File: config.mk
export PLATFORM = sky130hd
export DESIGN_NAME = plic_irq_gateway
export DESIGN_NICKNAME = d
export VERILOG_FILES = /design/src/rtl/plic_gateway_pkg.sv /design/src/rtl/plic_gw_src.sv /design/src/rtl/plic_irq_gateway.sv
export SDC_FILE = /design/constraint.sdc
export NUM_CORES = 1
export LEC_CHECK = 0
export CORE_MARGIN = 1.5
export CORE_UTILIZATION = 50
export DETAILED_ROUTE_END_ITERATION = 10
export GPL_TIMING_DRIVEN = 0
export PLACE_DENSITY = 0.78
export SLEW_MARGIN = 10
export SYNTH_ARGS = -nofsm -noshare
export SYNTH_HDL_FRONTEND = slang
export SYNTH_SLANG_ARGS = --single-unit
export TNS_END_PERCENT = 100
File: constraint.sdc
create_clock -name clk_i -period 1.58 [get_ports clk_i]
set_input_delay 0.474 -clock clk_i [delete_from_list [all_inputs] [get_ports clk_i]]
set_output_delay 0.474 -clock clk_i [all_outputs]
set_load 0.01 [all_outputs]
File: src/rtl/plic_gateway_pkg.sv
// Shared types and helpers for the PLIC interrupt gateway: per-source state
// encoding and the claim/complete ID width.
package plic_gateway_pkg;

  typedef enum logic [1:0] {
    ST_IDLE = 2'd0,
    ST_PEND = 2'd1,
    ST_BUSY = 2'd2
  } gw_state_e;

  // ID 0 is reserved for "no source", so n sources need IDs 0..n.
  function automatic int unsigned id_width(input int unsigned n);
    return $clog2(n + 1);
  endfunction

endpackage

File: src/rtl/plic_gw_src.sv
// One interrupt source: input synchroniser, rise detect, 1-deep edge latch
// with sticky drop flag, and the IDLE/PEND/BUSY gateway state machine.
module plic_gw_src
  import plic_gateway_pkg::*;
#(
  parameter int unsigned SYNC_STAGES = 2
) (
  input  logic clk,
  input  logic rst_n,
  input  logic irq,
  input  logic en,
  input  logic edge_mode,
  input  logic claim,
  input  logic cmpl,
  output logic pend,
  output logic busy,
  output logic drop
);

  logic [SYNC_STAGES-1:0] sync;
  logic                   s;
  logic                   p;
  logic                   rise;
  gw_state_e              state;
  gw_state_e              state_nxt;
  logic                   latch;
  logic                   latch_nxt;
  logic                   drop_q;
  logic                   drop_nxt;

  always_ff @(posedge clk or negedge rst_n) begin
    if (!rst_n) begin
      sync <= '0;
      p    <= 1'b0;
    end else begin
      sync <= {sync[SYNC_STAGES-2:0], irq};
      p    <= s;
    end
  end

  assign s    = sync[SYNC_STAGES-1];
  assign rise = s & ~p;

  always_ff @(posedge clk or negedge rst_n) begin
    if (!rst_n) begin
      state  <= ST_IDLE;
      latch  <= 1'b0;
      drop_q <= 1'b0;
    end else begin
      state  <= state_nxt;
      latch  <= latch_nxt;
      drop_q <= drop_nxt;
    end
  end

  always_comb begin
    state_nxt = state;
    latch_nxt = latch;
    drop_nxt  = drop_q;
    unique case (state)
      ST_IDLE: begin
        if (en && (edge_mode ? rise : s)) state_nxt = ST_PEND;
      end
      ST_PEND: begin
        if (!en) begin
          state_nxt = ST_IDLE;
          latch_nxt = 1'b0;
        end else begin
          if (claim) state_nxt = ST_BUSY;
          if (edge_mode && rise) begin
            if (latch) drop_nxt  = 1'b1;
            else       latch_nxt = 1'b1;
          end
        end
      end
      ST_BUSY: begin
        if (cmpl) begin
          // A rise coinciding with completion counts as already latched,
          // so it is never stranded in IDLE; if both exist, one stays latched.
          if (en && (edge_mode ? (latch | rise) : s)) begin
            state_nxt = ST_PEND;
            latch_nxt = edge_mode & latch & rise;
          end else begin
            state_nxt = ST_IDLE;
            latch_nxt = 1'b0;
          end
        end else if (edge_mode && rise) begin
          if (latch) drop_nxt  = 1'b1;
          else       latch_nxt = 1'b1;
        end
      end
      default: begin
        state_nxt = ST_IDLE;
        latch_nxt = 1'b0;
      end
    endcase
  end

  always_comb begin
    pend = (state == ST_PEND);
    busy = (state == ST_BUSY);
    drop = drop_q;
  end

endmodule

File: src/rtl/plic_irq_gateway.sv
// PLIC interrupt gateway: NUM_IRQ independent sources sharing one claim and
// one completion port; the ID decode to per-source strobes lives here.
module plic_irq_gateway
  import plic_gateway_pkg::*;
#(
  parameter  int unsigned NUM_IRQ     = 48,
  parameter  int unsigned SYNC_STAGES = 2,
  localparam int unsigned ID_W        = id_width(NUM_IRQ)
) (
  input  logic               clk_i,
  input  logic               rst_n_i,
  input  logic [NUM_IRQ-1:0] irq_i,
  input  logic [NUM_IRQ-1:0] irq_en_i,
  input  logic [NUM_IRQ-1:0] irq_edge_i,
  input  logic               claim_vld_i,
  input  logic [ID_W-1:0]    claim_id_i,
  input  logic               cmpl_vld_i,
  input  logic [ID_W-1:0]    cmpl_id_i,
  output logic [NUM_IRQ-1:0] irq_pend_o,
  output logic [NUM_IRQ-1:0] irq_busy_o,
  output logic [NUM_IRQ-1:0] edge_drop_o
);

  logic [NUM_IRQ-1:0] claim_hit;
  logic [NUM_IRQ-1:0] cmpl_hit;

  // IDs 0 and >NUM_IRQ match no source, so they fall out of the decode.
  always_comb begin
    claim_hit = '0;
    cmpl_hit  = '0;
    for (int unsigned i = 0; i < NUM_IRQ; i++) begin
      claim_hit[i] = claim_vld_i && (claim_id_i == ID_W'(i + 1));
      cmpl_hit[i]  = cmpl_vld_i  && (cmpl_id_i  == ID_W'(i + 1));
    end
  end

  for (genvar g = 0; g < NUM_IRQ; g++) begin : gen_src
    plic_gw_src #(
      .SYNC_STAGES(SYNC_STAGES)
    ) u_src (
      .clk       (clk_i),
      .rst_n     (rst_n_i),
      .irq       (irq_i[g]),
      .en        (irq_en_i[g]),
      .edge_mode (irq_edge_i[g]),
      .claim     (claim_hit[g]),
      .cmpl      (cmpl_hit[g]),
      .pend      (irq_pend_o[g]),
      .busy      (irq_busy_o[g]),
      .drop      (edge_drop_o[g])
    );
  end

endmodule

==> results.cfg <==
[sta]
hold_viol = 0
setup_violations = 249
finalMaxSlewViolations = 0
fin_hold_ws_ps = 317
setup-tns-final_ps = -51530
min_period_ps = 2080
relSlewSlack_pct = 60.2
fin_ws_ps = -500
rsz0062_at_grt = yes
maxClockFrequency_mhz = 481
finalClockSkew_ps = 22.5
tightestPinTransition_ps = 597
fin_crit_sh_pct = 132

[power]
p_per_area_nw_per_um2 = 1650
clock_power_share_pct = 17.4
total_power_mw = 56.6
power_switching_mw = 21.7
cellLeakagePower_nw = 15.2
switching_share_pct = 38.3
irDropWorstVdd_uv = 1070
p_int_mw = 34.9
sequentialPowerShare_pct = 21.8
combinationalPowerShare_pct = 60.8

[worst_setup_path]
crit_start = gen_src[8].u_src.state[0]$_DFFE_PN0P_
crit_type = register to output pin
r2r.worst_path.cells = 7
reg2reg_from = gen_src[8].u_src.state[0]$_DFFE_PN0P_
startpoint_type = register
critPathArrivalTime_ps = 1610
reg2reg_slack_ps = -380
cp_data_required_time_ps = 1110
critPathCaptureType = output pin
cp_max_fo = 3
reg2reg_to = gen_src[8].u_src.state[0]$_DFFE_PN0P_

[min_path]
min_from = irq_i[2]
whs_path_depth = 1
hp-class = input port to register
hold_path_end = gen_src[2].u_src.sync[0]$_DFF_PN0_

[synth]
ys_warn_count = 0
synth_cell_types = 69
yosysTopAreaCell = dfrtp_1
syn-num-nets = 2394
synth_area_per_cell_sq_um = 9.98
synthCells = 2042
yosysMostFrequentCell = dfrtp_1
syn-cell-area_sq_um = 20400
yosys-top-cells-count = dfrtp_1, ha_1, inv_1, buf_4, nand2_1
synth_edf_count = 0
synth.top_cell.area_share_pct = 41.3
synth_area_leaders = dfrtp_1, ha_1, buf_4, inv_1, mux2_2
ys_seq_area_share_pct = 41.3
synth_seq_cells = 336
synthArstFlopShare_pct = 100
synth_ff_type = dfrtp_1

[floorplanning]
rows = 73
coreArea_sq_um = 40000
start_util_pct = 50.9
die-area_sq_um = 42000
io-pin-count = 304
die_w_um = 205
dieHeight_um = 205

[cts]
clkTransAtPathRegs_ps = 70
clkLatencyLatePin_ps = 590
cts_buffers = 39
clkSinkCount = 336
clockBufferDepth = 3
root_buffer = clkbuf_16
cts_tree = done
cts_htree_levels = 2

[layout]
area_growth_pct = 68.6
design_area_sq_um = 34300
num-nets-final = 3222
final_core_util_pct = 85.9
drive_gt1_share_pct = 51.2

[run]
drv_cap = 0

[grt]
grt_pass1_wl_um = 116000
gr-total-overflow = 0
antenna_found_initial = 5
grt_pass1_vias = 21100
track_usage_pct = 35.3
grt_max_degree = 98

[route]
drt_iter0_markers = 2331
firstDrtPassIters = 6
drc = 0
vias = 22100
avgViaCountPerCell = 6.45
routedWlPerCell_um = 27.1
ant_nets = 0
routed_wl_um = 92900

[placement]
dp_hpwl_um = 40500
io_buffers = 303
placed_area_sq_um = 24700
gp_congestion = 0.925

[status]
status = finished with violations
violations = setup timing
logic make-up after synthesis:
| group | after synthesis | synth area share, % |
|---|---|---|
| simple gates | 560 | 15.7 |
| compound gates | 535 | 18.3 |
| buf+inv | 350 | 9.20 |
| flops | 336 | 41.3 |
| fa+ha+maj | 192 | 11.8 |
| mux | 69 | 3.75 |
per-stage QoR:
stage / std cells / setup slack (ps)
2_1_floorplan: 2042 / -394
3_3_place_gp: 2870 / -14920
3_5_place_dp: 2873 / -1520
4_1_cts: 3283 / -444
5_1_grt: 3423 / -474
6_report: 3425 / -500
sequential cells by signal, summed over array words and instances, names as in the netlist:
| register | flops |
|---|---|
| gen_src.u_src.drop | 48 |
| gen_src.u_src.latch | 48 |
| gen_src.u_src.sync | 96 |
| gen_src.u_src.p | 48 |
| gen_src.u_src.state | 96 |
critical path, stage by stage (launching register included):
cell     delay, ps
dfrtp_1        490
inv_2          120
ha_4           190
buf_6          110
buf_6          110
area by class of cell:
class,instances,area (sq um)
clock buffer,57,1140
buffer,103,1280
fill,1693,5660
sequential,336,8440
tap,525,657
timing repair buffer,858,8160
clock inverter,10,193
antenna,4,10.0
multi-input combinational,1356,13700
inverter,176,773
power groups by stage:
stage	logic [mW]	registers, mW	clock network (mW)
global placement	17.2	11.6	0
detailed placement	17.8	11.8	0
finish	34.4	12.3	9.88
CTS	26.6	11.9	9.73
global route	35.7	12.4	10.2
floorplan	12.4	11.4	0
cell usage in the layout, fill, tap and decap left out, drive strengths merged, types with 15 or more instances in the layout:
| cell type | netlist | final |
|---|---|---|
| nor2 | 72 | 72 |
| clkbuf | 18 | 74 |
| nor2b | 18 | 18 |
| o22ai | 32 | 32 |
| mux2 | 59 | 59 |
| a31oi | 21 | 21 |
| buf | 156 | 795 |
| nor3b | 17 | 17 |
| o21bai | 23 | 23 |
| ha | 192 | 192 |
| nor4 | 20 | 20 |
| clkdlybuf4s50 | 0 | 144 |
| nor4bb | 15 | 15 |
| and3b | 18 | 18 |
| dfrtp | 336 | 336 |
| a41o | 15 | 15 |
| nand4b | 24 | 24 |
| a211oi | 61 | 61 |
| o21ai | 93 | 93 |
| inv | 176 | 177 |
| nand2b | 29 | 29 |
| nand3 | 40 | 40 |
| o21a | 39 | 39 |
| nand4 | 18 | 18 |
| nand3b | 17 | 17 |
| nor3 | 84 | 84 |
| nand2 | 125 | 125 |
| a21oi | 121 | 121 |
| a21boi | 17 | 17 |
| a221oi | 36 | 36 |
what timing repair did:
action                                 in CTS  in global routing
hold buffers                                1                  0
gates resized for setup                  1459                427
cloned                                      2                  0
pin swaps                                 142                173
setup endpoints to repair                 330                271
endpoints found under the hold margin      62                  0
setup buffers                             419                195
per-layer routing:
metal | GRT usage, % | part of all wire [%]
met1 | 41.9 | 35
met2 | 60.2 | 47
met3 | 6.89 | 9.4
met4 | 19.5 | 8.5
met5 | 0 | 0.029
worst max path at each step:
stage / endpoint / slack, ps
detailed placement: gen_src[24].u_src.drop$_DFFE_PN0P_ / -1520
CTS: irq_busy_o[25] / -440
finish: irq_busy_o[8] / -500
floorplan: gen_src[17].u_src.state[0]$_DFFE_PN0P_ / -390
global route: irq_pend_o[19] / -470
global placement: gen_src[13].u_src.p$_DFF_PN0_ / -14920
No activity file was read; power rests on OpenSTA's default activity.
